===== config.mk =====
export PLATFORM = sky130hd
export DESIGN_NAME = uc_seq
export DESIGN_NICKNAME = d
export VERILOG_FILES = /design/src/rtl/microc_pkg.sv /design/src/rtl/uc_decode.sv /design/src/rtl/uc_seq.sv
export SDC_FILE = /design/constraint.sdc
export NUM_CORES = 1
export LEC_CHECK = 0
export BUFFER_PORTS_ARGS = -buffer_cell sky130_fd_sc_hd__buf_2
export CAP_MARGIN = 20
export CORE_AREA = 2 2 46 69
export CTS_BUF_LIST = sky130_fd_sc_hd__clkbuf_16
export CTS_CLUSTER_SIZE = 40
export DETAILED_ROUTE_END_ITERATION = 16
export DIE_AREA = 0 0 48 71
export GPL_ROUTABILITY_DRIVEN = 1
export HOLD_SLACK_MARGIN = 0.05
export PLACE_DENSITY_LB_ADDON = 0.05
export SYNTH_ARGS = -nofsm -noshare
export SYNTH_HDL_FRONTEND = slang
export SYNTH_SLANG_ARGS = --single-unit

===== constraint.sdc =====
create_clock -name clk -period 1.46 [get_ports clk]
set_input_delay 0.073 -clock clk [delete_from_list [all_inputs] [get_ports clk]]
set_output_delay 0.073 -clock clk [all_outputs]
set_load 0.02 [all_outputs]

===== src/rtl/microc_pkg.sv =====
// ============================================================================
// Module   : microc_pkg
// Brief    : Shared constants, opcode patterns, control bundle and FSM
//            encodings for the microc control unit.
// Revision : 1.0 - initial release
// ============================================================================
`default_nettype none

package microc_pkg;

  // ALU operation codes
  localparam logic [2:0] OP_PASS = 3'b000;
  localparam logic [2:0] OP_ADD  = 3'b010;
  localparam logic [2:0] OP_SUB  = 3'b011;
  localparam logic [2:0] OP_AND  = 3'b100;

  // Immediate-class opcodes are matched on Opcode[5:2]
  localparam logic [3:0] c_OPC4_LI  = 4'b0000;
  localparam logic [3:0] c_OPC4_ADI = 4'b0001;
  localparam logic [3:0] c_OPC4_SBI = 4'b0010;

  // Control-flow opcodes are matched on the full 6 bits
  localparam logic [5:0] c_OPC_J    = 6'b010000;
  localparam logic [5:0] c_OPC_JZ   = 6'b010001;
  localparam logic [5:0] c_OPC_JNZ  = 6'b010010;
  localparam logic [5:0] c_OPC_HALT = 6'b011111;

  typedef enum logic [1:0] {
    ST_IDLE  = 2'd0,
    ST_FETCH = 2'd1,
    ST_EXEC  = 2'd2,
    ST_HALT  = 2'd3
  } state_e;

  typedef struct packed {
    logic       s_inc;
    logic       s_inm;
    logic       we3;
    logic       wez;
    logic [2:0] op;
  } ctrl_t;

  // Safe control word: fall through to PC+1, no register or flag writes
  localparam ctrl_t c_CTRL_IDLE = '{s_inc: 1'b1, s_inm: 1'b0, we3: 1'b0,
                                    wez: 1'b0, op: OP_PASS};

endpackage : microc_pkg

`default_nettype wire


===== src/rtl/uc_decode.sv =====
// ============================================================================
// Module   : uc_decode
// Brief    : Purely combinational opcode/z-flag decode into a raw control
//            bundle plus HALT and illegal-opcode indications.
// Revision : 1.0 - initial release
// ============================================================================
`default_nettype none

module uc_decode
  import microc_pkg::*;
(
  input  logic [5:0] opcode_i,
  input  logic       z_i,
  output ctrl_t      ctrl_o,
  output logic       is_halt_o,
  output logic       is_illegal_o
);

  always_comb begin
    ctrl_o       = c_CTRL_IDLE;
    is_halt_o    = 1'b0;
    is_illegal_o = 1'b0;

    if (opcode_i[5]) begin
      ctrl_o.op  = opcode_i[4:2];
      ctrl_o.we3 = 1'b1;
      ctrl_o.wez = 1'b1;
    end else begin
      case (opcode_i[5:2])
        c_OPC4_LI: begin
          ctrl_o.s_inm = 1'b1;
          ctrl_o.we3   = 1'b1;
        end
        c_OPC4_ADI: begin
          ctrl_o.op    = OP_ADD;
          ctrl_o.s_inm = 1'b1;
          ctrl_o.we3   = 1'b1;
          ctrl_o.wez   = 1'b1;
        end
        c_OPC4_SBI: begin
          ctrl_o.op    = OP_SUB;
          ctrl_o.s_inm = 1'b1;
          ctrl_o.we3   = 1'b1;
          ctrl_o.wez   = 1'b1;
        end
        default: begin
          // Undefined encodings keep the NOP word and only raise is_illegal
          case (opcode_i)
            c_OPC_J:    ctrl_o.s_inc = 1'b0;
            c_OPC_JZ:   ctrl_o.s_inc = ~z_i;
            c_OPC_JNZ:  ctrl_o.s_inc = z_i;
            c_OPC_HALT: is_halt_o    = 1'b1;
            default:    is_illegal_o = 1'b1;
          endcase
        end
      endcase
    end
  end

endmodule : uc_decode

`default_nettype wire


===== src/rtl/uc_seq.sv =====
// ============================================================================
// Module   : uc_seq
// Brief    : Multi-cycle IDLE/FETCH/EXEC/HALT control unit for microc.
//            Optional single-step gating via macro UC_SEQ_STEP_EN.
// Revision : 1.0 - initial release
// ============================================================================
`default_nettype none

module uc_seq
  import microc_pkg::*;
#(
  parameter int FETCH_CYCLES = 1,
  parameter int CNT_W        = 16
) (
  input  logic             clk,
  input  logic             reset,
  input  logic             run,
`ifdef UC_SEQ_STEP_EN
  input  logic             step,
`endif
  input  logic [5:0]       Opcode,
  input  logic             z,
  output logic             s_inc,
  output logic             s_inm,
  output logic             we3,
  output logic             wez,
  output logic [2:0]       Op,
  output logic             pc_en,
  output logic             halted,
  output logic             illegal,
  output logic [CNT_W-1:0] instr_cnt
);

  localparam logic [3:0]       c_FETCH_RELOAD = 4'(FETCH_CYCLES - 1);
  localparam logic [CNT_W-1:0] c_CNT_ONE      = {{(CNT_W-1){1'b0}}, 1'b1};

  state_e           state_q, state_d;
  logic [3:0]       fcnt_q, fcnt_d;
  logic             illegal_q, illegal_d;
  logic [CNT_W-1:0] cnt_q, cnt_d;

  ctrl_t w_dec_ctrl;
  ctrl_t w_ctrl;
  logic  w_is_halt;
  logic  w_is_illegal;
  logic  w_step_ok;

`ifdef UC_SEQ_STEP_EN
  assign w_step_ok = step;
`else
  assign w_step_ok = 1'b1;
`endif

  uc_decode u_decode (
    .opcode_i     (Opcode),
    .z_i          (z),
    .ctrl_o       (w_dec_ctrl),
    .is_halt_o    (w_is_halt),
    .is_illegal_o (w_is_illegal)
  );

  always_comb begin
    state_d   = state_q;
    fcnt_d    = fcnt_q;
    illegal_d = illegal_q;
    cnt_d     = cnt_q;
    w_ctrl    = c_CTRL_IDLE;
    pc_en     = 1'b0;

    case (state_q)
      ST_IDLE: begin
        if (run) state_d = ST_FETCH;
      end
      ST_FETCH: begin
        // Counter parks at zero while waiting for a step
        if (fcnt_q == 4'd0) begin
          if (w_step_ok) begin
            state_d = ST_EXEC;
            fcnt_d  = c_FETCH_RELOAD;
          end
        end else begin
          fcnt_d = fcnt_q - 4'd1;
        end
      end
      ST_EXEC: begin
        w_ctrl = w_dec_ctrl;
        if (w_is_halt) begin
          state_d = ST_HALT;
        end else begin
          pc_en   = 1'b1;
          state_d = ST_FETCH;
          cnt_d   = cnt_q + c_CNT_ONE;
          if (w_is_illegal) illegal_d = 1'b1;
        end
      end
      default: state_d = ST_HALT;
    endcase

    // No datapath writes may escape in the cycle that reset is applied
    if (reset) begin
      w_ctrl = c_CTRL_IDLE;
      pc_en  = 1'b0;
    end
  end

  always_ff @(posedge clk) begin
    if (reset) begin
      state_q   <= ST_IDLE;
      fcnt_q    <= c_FETCH_RELOAD;
      illegal_q <= 1'b0;
      cnt_q     <= '0;
    end else begin
      state_q   <= state_d;
      fcnt_q    <= fcnt_d;
      illegal_q <= illegal_d;
      cnt_q     <= cnt_d;
    end
  end

  assign s_inc     = w_ctrl.s_inc;
  assign s_inm     = w_ctrl.s_inm;
  assign we3       = w_ctrl.we3;
  assign wez       = w_ctrl.wez;
  assign Op        = w_ctrl.op;
  assign halted    = (state_q == ST_HALT);
  assign illegal   = illegal_q;
  assign instr_cnt = cnt_q;

endmodule : uc_seq

`default_nettype wire


==> results.toml, run 1 <==
[sta]
final-setup-viol-count = 6
setup_tns_ns = -0.198
max_slew_margin_pct = 70.6
rsz0062_at_grt = "yes"
report.final.hold_viol_count = 0
tightestPinTransition_ns = 0.437
period_share_pct = 104
max_clock_freq_ghz = 0.657
setup_slack_ns = -0.0611
clock-skew-final_ns = 0.00955
min_period_ns = 1.52
slew_violations = 0

[global_route]
use_met2_pct = 38.7
met3_usage_pct = 3.32
grt_max_degree = 19
grt_pass1_wl_um = 5440
grt_pass1_vias = 1329
groute.layer.met1.usage_pct = 23.5
grt.total_usage_pct = 21.5
antenna_found_initial = 0
overflow = 0
grt-busiest-layer = "met2"

[floorplan]
io_pins = 36
initial_core_util_pct = 43.5
die-area_sq_um = 3410
fp-row-count = 24
fp.dieH_um = 71
core_area_sq_um = 2850
die_w_um = 48

[power_and_ir_drop]
combPwrFrac_pct = 13.1
internal-power_w = 0.00107
p_leak_nw = 0.842
ir_worst_vdd_mv = 0.674
clockPowerShare_pct = 42.8
total_power_w = 0.00142
pwr-share-seq_pct = 44.0
switchingPower_w = 0.000347
netSwitchingFraction_pct = 24.4
power_density_nw_per_um2 = 739

[logic_synthesis]
avgSynthCellArea_sq_um = 8.11
synth_edf_count = 0
synth_cell_type_count = 37
yosysSeqAreaShare_pct = 37.1
ys_seq_elements = 23
synth_top_cell_by_area = "dfxtp_1"
syn_nets = 164
synth_area_leaders = "dfxtp_1, a21oi_1, nor2_1, xor2_1, o21ai_0"
synth_top_area_share_pct = 37.1
syn-cell-area_sq_um = 1240
yosys_warnings = 0
synthFlopType = "dfxtp_1"
postSynth.asyncResetShare_pct = 0
synthCells = 153

[routing]
initialDrtViolationCount = 30
wl_um = 3580
wl_per_cell_um = 13.7
via_count = 1416
first_pass_iters = 4
detail-route-antenna-nets = 0
viasPerCell = 5.43
drcViolationCount = 0

[finish]
nFillCells = 260
final_core_util_pct = 67.4
instances_no_fill = 261
diodes = 0
drive_gt1_share_pct = 47.7
regArea_sq_um = 503
nNetsFinal = 234
multiInputGateArea_sq_um = 797
areaGrowthSynthToFinish_pct = 54.9

[placement]
post-place-ws_ns = -0.148
gp_congestion = 0.807
io_buffers = 35
dpl.hpwl_um = 2640
numPlacedInstances = 250

[clock_tree]
cts_root_buffer = "clkbuf_16"
cts-buffers-inserted = 3
hold_buffers = 0
cts_max_level = 1
cts_sinks = 23
clock_path_buffers = 2
insertion_delay_ns = 0.26
clkTransAtPathRegs_ns = 0.07
cts_tree = "yes"

[setup_path]
worstPathRequired_ns = 1.65
start_kind = "register"
endpoint_kind = "register"
cp_max_fo = 6
worstSetupPathType = "register to register"
worstPathArrival_ns = 1.71

[run_status]
violations = "negative setup slack"
status = "finished with violations"

[job]
cap_violations = 0

[min_path]
min_path_type = "input port to register"
==> repair_timing <==
item	CTS	global route
setup endpoints to repair	15	18
gates resized for setup	16	11
pin swaps	6	3
buffers inserted	4	3
==> area by class of cell <==
class                   count  share of cell area (%)
clock buffers               3                    3.90
clock inverters             1                   0.325
inverters                   2                   0.390
multi-input cells         121                    41.4
flip-flops and latches     23                    26.2
well taps                  39                    2.54
repair buffers             72                    25.2
==> synth_stat cells, drive strengths merged (2+ instances only) <==
cell / n
nand2b: 3
nand3: 5
o211ai: 4
nor4: 2
buf: 3
xor2: 7
and3: 2
and2: 2
dfxtp: 23
o21ai: 11
mux2i: 2
and4: 2
a21oi: 19
nor2b: 2
or4: 5
inv: 2
nor3: 2
nand2: 5
o31ai: 5
and4b: 2
clkbuf: 4
or3: 7
nor2: 20
nand4: 6
==> worst max-delay path: stages (launching register included) <==
cell     delay (ns)
dfxtp_4        0.34
and4_4         0.23
nand4_1        0.24
or4_1          0.49
a21oi_1        0.16
==> state kept, by name, indices dropped and copies added (netlist names) <==
| name | count |
|---|---|
| fcnt_q | 4 |
| illegal | 1 |
| instr_cnt | 16 |
| state_q | 2 |
==> logic make-up (layout without fill, tap and decap cells) <==
group                    Yosys count  in the layout  synth area share [%]
AND/OR/NAND/NOR                   69             69                  32.5
AO/OA/AOI/OAI                     42             42                  19.9
flip-flops                        23             23                  37.1
buffers and inverters              9             78                  3.02
XOR/XNOR                           7              7                  4.94
multiplexers                       2              2                  1.61
adder cells (fa/ha/maj)            1              1                  1.01
==> through the flow <==
stage | hold slack, ns | area [sq um]
after floorplan | 0.145 | 1280
after global placement | 0.353 | 1700
after detailed placement | 0.376 | 1700
after CTS | 0.134 | 1860
after global routing | 0.162 | 1920
final | 0.134 | 1920
==> cell usage in the layout (no fill, tap or decap), types with 2 or more instances in the layout <==
cell	netlist	final
or4_1	5	4
buf_2	3	28
buf_6	0	4
o211ai_1	4	4
a21oi_1	19	18
dfxtp_1	23	9
buf_4	0	40
nand4_1	4	4
clkbuf_16	0	3
mux2i_1	2	2
or3_1	6	5
nor2_1	20	20
o21ai_0	10	10
nor4_1	2	2
dfxtp_2	0	4
nor3_1	2	2
dfxtp_4	0	10
and4b_1	2	2
inv_1	2	2
and2_1	2	2
nand2_1	5	5
xor2_1	7	7
nand2b_1	2	2
nand3_1	5	5
o31ai_1	5	4
==> worst paths after layout <==
check,startpoint,to,slack [ns],cells past startpoint
max reg2reg,instr_cnt[6]$_SDFFE_PP0P_,instr_cnt[9]$_SDFFE_PP0P_,-0.06,4
max,instr_cnt[6]$_SDFFE_PP0P_,instr_cnt[9]$_SDFFE_PP0P_,-0.06,4
min,reset,instr_cnt[1]$_SDFFE_PP0P_,0.13,2
min reg2reg,fcnt_q[3]$_SDFFE_PP0N_,fcnt_q[2]$_SDFFE_PP0N_,0.49,2
==> per-layer routing <==
metal	up-vias	share of wire [%]	routed length [um]
met3	6	2.8	102
met5	-	0	0
met2	30	56	2000
met4	0	1.8	64
li1	707	-	-
met1	673	40	1420
==> power groups by stage <==
stage	clock network (W)	registers [W]	logic (W)
after global routing	0.000651	0.000627	0.000204
after detailed placement	0	0.000646	0.000163
final	0.000609	0.000626	0.000187
after CTS	0.000622	0.000626	0.000177
after floorplan	0	0.000653	0.0000900
after global placement	0	0.000646	0.000157
No activity file was read; power rests on OpenSTA's default activity.
==> run 2: changes to the inputs <==
--- a/config.mk
+++ b/config.mk
@@ -14,7 +14,7 @@
 export DIE_AREA = 0 0 48 71
 export GPL_ROUTABILITY_DRIVEN = 1
 export HOLD_SLACK_MARGIN = 0.05
-export PLACE_DENSITY_LB_ADDON = 0.05
+export PLACE_DENSITY = 0.72
 export SYNTH_ARGS = -nofsm -noshare
 export SYNTH_HDL_FRONTEND = slang
 export SYNTH_SLANG_ARGS = --single-unit
==> results.toml, run 2 (synthesis gave the netlist of run 1 again) <==
[routing]
wl_um = 3680
via_count = 1414
wl_per_cell_um = 14.4
initialDrtViolationCount = 18
drcViolationCount = 0
first_pass_iters = 6
viasPerCell = 5.52
detail-route-antenna-nets = 0

[sta]
slew_violations = 0
rsz0062_at_grt = "yes"
setup_tns_ns = -0.0973
period_share_pct = 102
max_clock_freq_ghz = 0.669
min_period_ns = 1.49
report.final.hold_viol_count = 0
final-setup-viol-count = 4
setup_slack_ns = -0.0337
max_slew_margin_pct = 67.0
tightestPinTransition_ns = 0.491
clock-skew-final_ns = 0.00521

[run_status]
status = "finished with violations"
violations = "negative setup slack"

[clock_tree]
cts_tree = "yes"
clock_path_buffers = 2
cts_sinks = 23
cts_root_buffer = "clkbuf_16"
cts-buffers-inserted = 3
clkTransAtPathRegs_ns = 0.06
cts_max_level = 1
insertion_delay_ns = 0.26

[setup_path]
worstPathArrival_ns = 1.68
reg2reg_depth = 4
start_kind = "register"
worstSetupPathType = "register to register"
cp_max_fo = 11
endpoint_kind = "register"
worstPathRequired_ns = 1.65

[placement]
post-place-ws_ns = -0.0939
numPlacedInstances = 247
gp_congestion = 0.765
dpl.hpwl_um = 2640
io_buffers = 35

[finish]
final_cell_mix = "buf_4, buf_2, nor2_1"
largest_reg_flops = 16
areaGrowthSynthToFinish_pct = 50.3
nNetsFinal = 229
instances_no_fill = 256
final_common_cell = "buf_4"
drive_gt1_share_pct = 45.2
diodes = 0

[global_route]
grt.total_usage_pct = 23.4
grt_pass1_vias = 1355
grt_pass1_wl_um = 5860
grt_max_degree = 19
antenna_found_initial = 0
overflow = 0

[min_path]
hold_depth = 2
min_path_type = "input port to register"

[floorplan]
io_pins = 36
initial_core_util_pct = 43.5
die-area_sq_um = 3410
fp.dieH_um = 71
die_w_um = 48
fp-row-count = 24
core_area_sq_um = 2850

[power_and_ir_drop]
ir_worst_vdd_mv = 0.763
power_density_nw_per_um2 = 761
p_leak_nw = 0.811
total_power_w = 0.00142

[job]
cap_violations = 0
## run 2: critical path, cell delays in order, from the launching register on
cell,delay (ns)
dfxtp_2,0.32
and2b_2,0.22
o21ai_2,0.15
or4_1,0.54
a21oi_1,0.18
## run 2: worst paths after layout
check,startpoint,end,slack [ns]
max,state_q[0]$_SDFFE_PP0P_,instr_cnt[13]$_SDFFE_PP0P_,-0.03
min reg2reg,fcnt_q[3]$_SDFFE_PP0N_,fcnt_q[2]$_SDFFE_PP0N_,0.48
max reg2reg,state_q[0]$_SDFFE_PP0P_,instr_cnt[13]$_SDFFE_PP0P_,-0.03
min,reset,instr_cnt[4]$_SDFFE_PP0P_,0.13
## run 2: area by class of cell
| class | instances | area, sq um |
|---|---|---|
| fill | 245 | 987 |
| sequential | 23 | 502 |
| timing repair buffer | 67 | 444 |
| inverter | 2 | 7.51 |
| multi-input combinational | 121 | 782 |
| clock buffer | 3 | 75.1 |
| tap | 39 | 48.8 |
| clock inverter | 1 | 6.26 |
## run 2: stage by stage
stage                     hold slack [ns]  area, sq um  utilization, %
after floorplan                     0.145         1280               -
after global placement              0.363         1670            58.6
after detailed placement            0.382         1670            58.6
after CTS                           0.138         1850            64.9
after global routing                0.151         1870            65.4
final                               0.133         1870            65.4
## run 2: timing repair
| item | CTS | global route |
|---|---|---|
| gates resized for setup | 15 | 6 |
| setup endpoints to repair | 18 | 18 |
| hold buffers | 0 | 0 |
| setup buffers | 5 | 0 |
| pin swaps | 8 | 7 |
| gates cloned | 0 | 0 |
| endpoints found under the hold margin | 0 | 0 |
## run 2: where the power goes
group	leakage, nW	internal, W	switching (W)
clock	0.0414	0.000373	0.000237
combinational	0.574	0.0000780	0.000103
sequential	0.196	0.000622	0.00000641
## run 2: metal layers
layer / up-vias / track usage, % / part of all wire (%)
li1: 694 / - / -
met3: 9 / 3.32 / 3.2
met4: 0 / 10.5 / 2.6
met1: 674 / 25.3 / 41
met2: 37 / 41.6 / 54
met5: - / 0 / 0
